`src/rtl/prog_loader.sv`:
```
// Byte-serial program loader and 16-word instruction store for the mips16 core.
// Packs byte pairs big-endian into words and holds the core in reset while loading.
module prog_loader #(
    parameter int DEPTH = 16,
    parameter int AW    = 4
) (
    input  logic          clk,
    input  logic          rst,
    input  logic          load_en,
    input  logic [7:0]    byte_in,
    input  logic          byte_valid,
    output logic          byte_ready,
    input  logic [15:0]   fetch_addr,
    output logic [15:0]   instruction,
    output logic          cpu_rst,
    output logic          load_done,
    output logic [AW:0]   word_count,
    output logic [7:0]    checksum
);

    typedef enum logic [1:0] {
        IDLE,
        WAIT_HI,
        WAIT_LO,
        RUN
    } state_t;

    state_t      state;
    state_t      next_state;
    logic [7:0]  hi;
    logic [15:0] mem [DEPTH];
    logic        load_en_q;
    logic        accept;
    logic        last_word;
    logic        in_range;
    logic        unused_ok;

    assign accept    = byte_valid && byte_ready;
    assign last_word = (word_count == (AW+1)'(DEPTH - 1));

    always_comb begin
        next_state = state;
        byte_ready = 1'b0;
        unique case (state)
            IDLE: begin
                next_state = load_en ? WAIT_HI : RUN;
            end
            WAIT_HI: begin
                byte_ready = 1'b1;
                if (byte_valid)
                    next_state = WAIT_LO;
                else if (!load_en)
                    next_state = RUN;
            end
            WAIT_LO: begin
                byte_ready = 1'b1;
                if (byte_valid)
                    next_state = last_word ? RUN : WAIT_HI;
                else if (!load_en)
                    next_state = RUN;
            end
            RUN: begin
                if (load_en && !load_en_q)
                    next_state = WAIT_HI;
            end
            default: next_state = IDLE;
        endcase
    end

    always_ff @(posedge clk or posedge rst) begin
        if (rst) begin
            state      <= IDLE;
            cpu_rst    <= 1'b1;
            load_done  <= 1'b0;
            word_count <= '0;
            checksum   <= '0;
            hi         <= '0;
            load_en_q  <= 1'b0;
            for (int i = 0; i < DEPTH; i++)
                mem[i] <= '0;
        end else begin
            state     <= next_state;
            cpu_rst   <= (next_state != RUN);
            load_en_q <= load_en;
            load_done <= (state == WAIT_LO) && accept && last_word;
            if (state == RUN && next_state == WAIT_HI) begin
                word_count <= '0;
                checksum   <= '0;
            end
            if (state == WAIT_HI && accept) begin
                hi       <= byte_in;
                checksum <= checksum ^ byte_in;
            end
            if (state == WAIT_LO && accept) begin
                mem[word_count[AW-1:0]] <= {hi, byte_in};
                checksum   <= checksum ^ byte_in;
                word_count <= word_count + 1'b1;
            end
        end
    end

    // Byte address: bit 0 selects a byte within the word and is irrelevant here
    assign in_range    = (fetch_addr[15:AW+1] == '0);
    assign instruction = in_range ? mem[fetch_addr[AW:1]] : 16'h0000;
    assign unused_ok   = fetch_addr[0];

endmodule

```
`config.mk`:
```
export PLATFORM = sky130hd
export DESIGN_NAME = prog_loader
export DESIGN_NICKNAME = d
export VERILOG_FILES = /design/src/rtl/prog_loader.sv
export SDC_FILE = /design/constraint.sdc
export NUM_CORES = 1
export LEC_CHECK = 0
export CAP_MARGIN = 25
export CORE_UTILIZATION = 61
export DETAILED_ROUTE_END_ITERATION = 8
export MAX_ROUTING_LAYER = met4
export PLACE_DENSITY = 0.87
export SYNTH_ARGS = -nofsm -noshare
export SYNTH_HDL_FRONTEND = slang
export SYNTH_SLANG_ARGS = --single-unit
```
`constraint.sdc`:
```
create_clock -name clk -period 9.9 [get_ports clk]
set_input_delay 1.485 -clock clk [delete_from_list [all_inputs] [get_ports clk]]
set_output_delay 1.485 -clock clk [all_outputs]
set_load 0.005 [all_outputs]
```
==> results of run 1 <==
-- metal layers --
layer / share of wire, % / vias up / wire length [µm] / track usage (%)
li1: - / 3116 / - / -
met2: 51 / 188 / 14060 / 43.80
met5: 0 / - / 0 / -
met3: 4.6 / 44 / 1251 / 3.519
met4: 2.0 / 0 / 539 / 7.526
met1: 42 / 3914 / 11470 / 37.30
-- area by class of cell --
class | count | area [µm²] | share of cell area (%)
clock buffers | 43 | 808.3 | 5.581
clock inverters | 7 | 65.06 | 0.4493
repair buffers | 66 | 650.6 | 4.493
flip-flops and latches | 282 | 7058 | 48.74
multi-input cells | 467 | 5514 | 38.08
inverters | 9 | 41.29 | 0.2851
well taps | 275 | 344.1 | 2.376
-- power groups by stage --
| stage | clock network (mW) | registers, mW | logic, mW |
|---|---|---|---|
| 6_report | 1.01 | 1.53 | 0.579 |
| 2_1_floorplan | 0 | 1.46 | 0.482 |
| 5_1_grt | 1.08 | 1.56 | 0.629 |
| 4_1_cts | 1.03 | 1.53 | 0.585 |
| 3_5_place_dp | 0 | 1.54 | 0.582 |
| 3_3_place_gp | 0 | 1.53 | 0.558 |
-- placed cells by master (no fill, tap or decap), drive strengths merged, types with 2 or more instances in the layout --
cell type / n
buf: 11
o21ai: 2
a21o: 2
inv: 9
nor2: 13
xor2: 9
nand2b: 2
o22ai: 16
xnor2: 2
dfrtp: 281
a21oi: 2
nor3: 2
nor3b: 2
and3: 3
nor4: 2
nand3: 12
mux4: 64
nand2: 19
clkinvlp: 2
mux2: 264
clkinv: 4
a31oi: 5
mux2i: 33
clkdlybuf4s50: 55
clkbuf: 43
ha: 9
-- registers in the layout, summed over array words and instances, names as in the netlist --
signal and cells:
word_count 5, load_en_q 1, state 2, mem 256, hi 8, checksum 8, load_done 1, cpu_rst 1
-- critical path, cell delays in order --
cell and delay [ns]:
buf_4 0.25, buf_4 0.81, mux4_2 0.62, mux2i_1 0.26, o22ai_1 0.15, clkdlybuf4s50_1 0.50
-- worst min-delay path by stage --
stage	from	end	slack [ns]	cells after the start
4_1_cts	mem[92]	mem[92]	0.50	1
2_1_floorplan	mem[160]	mem[160]	0.47	1
3_5_place_dp	mem[92]	mem[92]	0.49	1
3_3_place_gp	mem[145]	mem[145]	0.48	1
5_1_grt	mem[87]	mem[87]	0.51	1
6_report	mem[92]	mem[92]	0.50	1
-- logic make-up (layout without fill, tap and decap cells) --
kind of cell,after synthesis,after routing
AOI/OAI and AO/OA,29,29
xor gates and xnor gates,11,11
adders and majority gates,9,9
buffers and inverters,75,125
DFF,282,282
muxes,361,361
and+or+nand+nor,57,57
==> results.tsv, run 1 <==
metric	value	unit
IO Pins	60	
GP Congestion	0.7406	
Warnings, synthesis	0	
Flop pwr share	48.9	%
compound-cell area share of the yosys netlist	1.560	%
Post-Synth Adder-Cell Area	0.8666	%
Synth top cells by count	dfrtp_1, mux2_2, mux4_2	
part of the Yosys area used for sequential elements	54.32	%
final instance area	14480	µm²
Syn Inst Count	824	
Fillers	1383	
WL final	27320	µm
status	completed	
area post-placement	13580	µm²
WHS	0.5013	ns
synth unique cells	35	
reg2reg setup slack	7.39	ns
synth top area cells	dfrtp_1, mux2_2, mux4_2, mux2i_1, buf_6	
Simple-Gate Fraction of Synth Area	2.754	%
required time of the critical path	8.42	ns
worst slew margin relative to its limit	34.41	%
initial antenna violation count	0	
Sw Ratio	27.09	%
crit path from	fetch_addr[2]	
worst skew pair latency	0.54	ns
global route overflow	0	
antenna diode count	0	
crit start category	input pin	
post-CTS sizing	0	
via-per-instance ratio	6.320	
CTS tree	yes	
Max Slew Vio Count	0	
# Max-Cap Violations	0	
Final setup viols	0	
Root Buffer	clkbuf_16	
leak pwr	6.949	nW
post-CTS setup buffers	0	
CTS Sinks	282	
syn_area_per_cell	15.77	µm²
layout cells sized above 1	46.11	%
most common cell in the netlist	dfrtp_1	
fin nets	891	
register bit total from synthesis	282	
vias	7262	
HPWL after DPL	15470	µm
Synth-to-Final Area Change	11.45	%
Max Fclk	177.5	MHz
crit end category	output pin	
Pwr Total	3.119	mW
Worst VDD drop	0.1609	mV
Power Density	215.4	nW/µm²
Psw	0.8448	mW
DRC	0	
clock-pin transition on the worst setup and hold timing paths	0.06	ns
Hold Crit Class	flip-flop to flip-flop	
combinational family with the most area after synthesis	multiplexers	
antenna viol nets, final	0	
XOR/XNOR Fraction of Synth Area	0.7415	%
leading area contributor after synthesis	dfrtp_1	
Synth top area share	54.12	%
Starting Density	62.01	%
Top FF cell, synth	dfrtp_1	
first-pass GRT wire length	43820	µm
Final Hold Fails	0	
post-layout min period	5.633	ns
Final WS setup	4.267	ns
r2r endpoint	mem[169]	
# hold bufs at CTS	0	
Netlist Area Pre-Place	12990	µm²
Worst-Margin Slew	0.9838	ns
Rows	53	
part of the cycle the worst path needs	56.89	%
Clk network pwr share	32.5	%
Post-synth EDFFs	0	
Util after Layout	69.11	%
Clock Path Buffers	3	
CP arrival	4.15	ns
Routed WL per cell	23.78	µm
multiplexer area fraction after synthesis	36.51	%
setup TNS	0	ns
Setup Skew	0.01166	ns
placed cells	1098	
Die Span X	148.0	µm
Die H	148.0	µm
Int Pwr	2.274	mW
DIE AREA	21890	µm²
syn nets	861	
number of global-route vias before repair	7622	
unrepaired setup endpoints after global routing	false	
gr usage total	27.33	%
drt first pass iters	4	
# H-tree levels	1	
CTS buffer count	28	
crit path to	instruction[2]	
final std cells w/o fill	1149	
largest net degree at the start of global routing	144	
reg2reg start	state[0]	
Post-Place Setup Slack	4.260	ns
ys async rst share	100.0	%
Port Buffer Count	58	
Crit Path Class	input pin to output pin	
Combinational Power Share	18.6	%
core area	20960	µm²
worst reg-to-reg path cell count	6	
crit path max fanout	52	
drt initial violations	452	
No activity file was read; power rests on OpenSTA's default activity.
==> inputs of run 2 (changes only) <==
--- a/config.mk
+++ b/config.mk
@@ -6,10 +6,10 @@
 export NUM_CORES = 1
 export LEC_CHECK = 0
 export CAP_MARGIN = 25
-export CORE_UTILIZATION = 61
+export CORE_UTILIZATION = 55
 export DETAILED_ROUTE_END_ITERATION = 8
 export MAX_ROUTING_LAYER = met4
-export PLACE_DENSITY = 0.87
+export PLACE_DENSITY = 0.84
 export SYNTH_ARGS = -nofsm -noshare
 export SYNTH_HDL_FRONTEND = slang
 export SYNTH_SLANG_ARGS = --single-unit
==> constraint.sdc (replaced) <==
create_clock -name clk -period 5.16 [get_ports clk]
set_input_delay 0.774 -clock clk [delete_from_list [all_inputs] [get_ports clk]]
set_output_delay 0.774 -clock clk [all_outputs]
set_load 0.005 [all_outputs]
==> results.tsv, run 2 (same netlist as run 1, synthesis figures left out) <==
metric	value	unit	change
unrepaired setup endpoints after global routing	false		
Post-Place Setup Slack	1.337	ns	-2.923 ns
required time of the critical path	4.39	ns	-4.03 ns
most common cell after layout, fill and taps aside	dfrtp_1		
drt initial violations	459		+1.5%
drt first pass iters	6		+2
placed cells	1141		+3.9%
Register Area	7058	µm²	unchanged
worst reg-to-reg path cell count	6		unchanged
Routed WL per cell	23.03	µm	-3.2%
core area	22920	µm²	+9.4%
CTS Sinks	282		unchanged
global route overflow	0		unchanged
CP arrival	2.99	ns	-1.16 ns
Worst path slowest cell	mux4_2		
crit path max fanout	29		-44%
crit path to	instruction[3]		
Largest regs	mem x256, checksum x8, hi x8		
first-pass GRT wire length	44750	µm	+2.1%
part of the cycle the worst path needs	72.94	%	
Final setup viols	0		unchanged
post-CTS sizing	0		unchanged
Util after Layout	63.89	%	-5.2 points
crit start category	input pin		
antenna diode count	0		unchanged
Fillers	1592		+15%
Die Span X	155.7	µm	+5.2%
WL final	27450	µm	+0.46%
critical path's largest stage delay	0.53	ns	-0.28 ns
Combinational Power Share	18.3	%	-0.3 points
r2r endpoint	mem[159]		
Psw	1.613	mW	+91%
crit path from	fetch_addr[2]		
worst slew margin relative to its limit	28.81	%	-5.6 points
Sw Ratio	26.40	%	-0.69 points
CTS tree	yes		
number of global-route vias before repair	7799		+2.3%
Crit path top cell by count	buf_4		
Rows	55		+3.8%
# hold bufs at CTS	0		unchanged
CTS buffer count	29		+3.6%
Synth-to-Final Area Change	12.68	%	
most flop-heavy register	mem		
Flop pwr share	48.0	%	-0.9 points
Power Density	417.3	nW/µm²	+94%
Starting Density	56.70	%	-5.3 points
DRC	0		unchanged
Worst VDD drop	0.3093	mV	+92%
crit end category	output pin		
max reg flops	256		unchanged
fin nets	896		+0.56%
initial antenna violation count	0		unchanged
reg2reg setup slack	2.65	ns	-4.74 ns
largest net degree at the start of global routing	199		+38%
Int Pwr	4.497	mW	+98%
most frequent cells in the layout	dfrtp_1, mux2_2, mux4_2		
Crit Path Class	input pin to output pin		
leak pwr	7.014	nW	+0.92%
final std cells w/o fill	1192		+3.7%
Final Hold Fails	0		unchanged
post-layout min period	3.764	ns	
Setup Skew	0.007016	ns	-0.004643 ns
HPWL after DPL	16220	µm	+4.8%
Max Slew Vio Count	0		unchanged
IO Pins	60		unchanged
Worst-Margin Slew	1.068	ns	+0.08406 ns
Hold Crit Class	flip-flop to flip-flop		
via-per-instance ratio	6.066		-4.0%
worst skew pair latency	0.53	ns	about the same
antenna viol nets, final	0		unchanged
GP Congestion	0.7545		+1.9%
CP Cell Sequence	buf_4, buf_4, mux4_2, mux2i_1, o22ai_1, clkdlybuf4s50_1		
final instance area	14640	µm²	+1.1%
area of the multi-input gates	5514	µm²	unchanged
Port Buffer Count	58		unchanged
vias	7231		-0.43%
gr usage total	24.98	%	-2.3 points
area post-placement	13690	µm²	+0.78%
status	completed		
Final WS setup	1.396	ns	-2.871 ns
post-CTS setup buffers	0		unchanged
setup TNS	0	ns	unchanged
Clk network pwr share	33.7	%	+1.2 points
clock-pin transition on the worst setup and hold timing paths	0.06	ns	about the same
# H-tree levels	1		unchanged
Max Fclk	265.7	MHz	
Root Buffer	clkbuf_16		
Clock Path Buffers	3		unchanged
layout cells sized above 1	46.76	%	+0.65 points
Die H	155.7	µm	+5.2%
DIE AREA	24240	µm²	+11%
reg2reg start	state[0]		
# Max-Cap Violations	0		unchanged
run 2: changes by cell type in the layout (fill, tap and decap cells not counted), sizes merged:
cell	before	now
bufinv	1	2
buf	11	15
clkbuf	43	46
inv	9	8
clkinvlp	2	1
clkinv	4	3
run 2: critical path: cells and delay by family:
family / cells / cell delay, ns
compound gates: 1 / 0.18
buf+inv: 3 / 1.28
mux: 2 / 0.73
run 2: worst min-delay path by stage:
stage	start	end	cells past startpoint	slack (ns)
3_5_place_dp	mem[158]	mem[158]	1	0.49
6_report	mem[3]	mem[3]	1	0.50
5_1_grt	mem[94]	mem[94]	1	0.51
4_1_cts	mem[135]	mem[135]	1	0.50
3_3_place_gp	mem[164]	mem[164]	1	0.48
2_1_floorplan	mem[160]	mem[160]	1	0.47
run 2: cell type report:
cell class / count / share of cell area, %
Clock buffer: 46 / 6.008
Clock inverter: 5 / 0.5127
Inverter: 9 / 0.2564
Multi-Input combinational cell: 467 / 37.66
Sequential cell: 282 / 48.21
Tap cell: 313 / 2.675
Timing Repair Buffer: 70 / 4.683
run 2: metrics by stage:
step	total power, mW	hold WS [ns]
2_1_floorplan	3.735	0.4738
4_1_cts	6.144	0.5010
6_report	6.110	0.4998
3_3_place_gp	4.018	0.4823
5_1_grt	6.394	0.5087
3_5_place_dp	4.082	0.4882
run 2: power by group through the flow:
stage / logic [mW] / clock network, mW / registers (mW)
2_1_floorplan: 0.925 / 0 / 2.81
3_3_place_gp: 1.08 / 0 / 2.94
3_5_place_dp: 1.12 / 0 / 2.96
4_1_cts: 1.13 / 2.09 / 2.93
5_1_grt: 1.22 / 2.18 / 2.99
6_report: 1.12 / 2.06 / 2.93
run 2: layer usage:
| metal | track usage, % | wire length, µm | part of all wire (%) | vias to the layer above |
|---|---|---|---|---|
| met4 | 5.789 | 537 | 2.0 | 0 |
| met5 | - | 0 | 0 | - |
| met1 | 33.24 | 11740 | 43 | 3884 |
| li1 | - | - | - | 3126 |
| met3 | 2.778 | 1196 | 4.4 | 44 |
| met2 | 41.70 | 13970 | 51 | 177 |
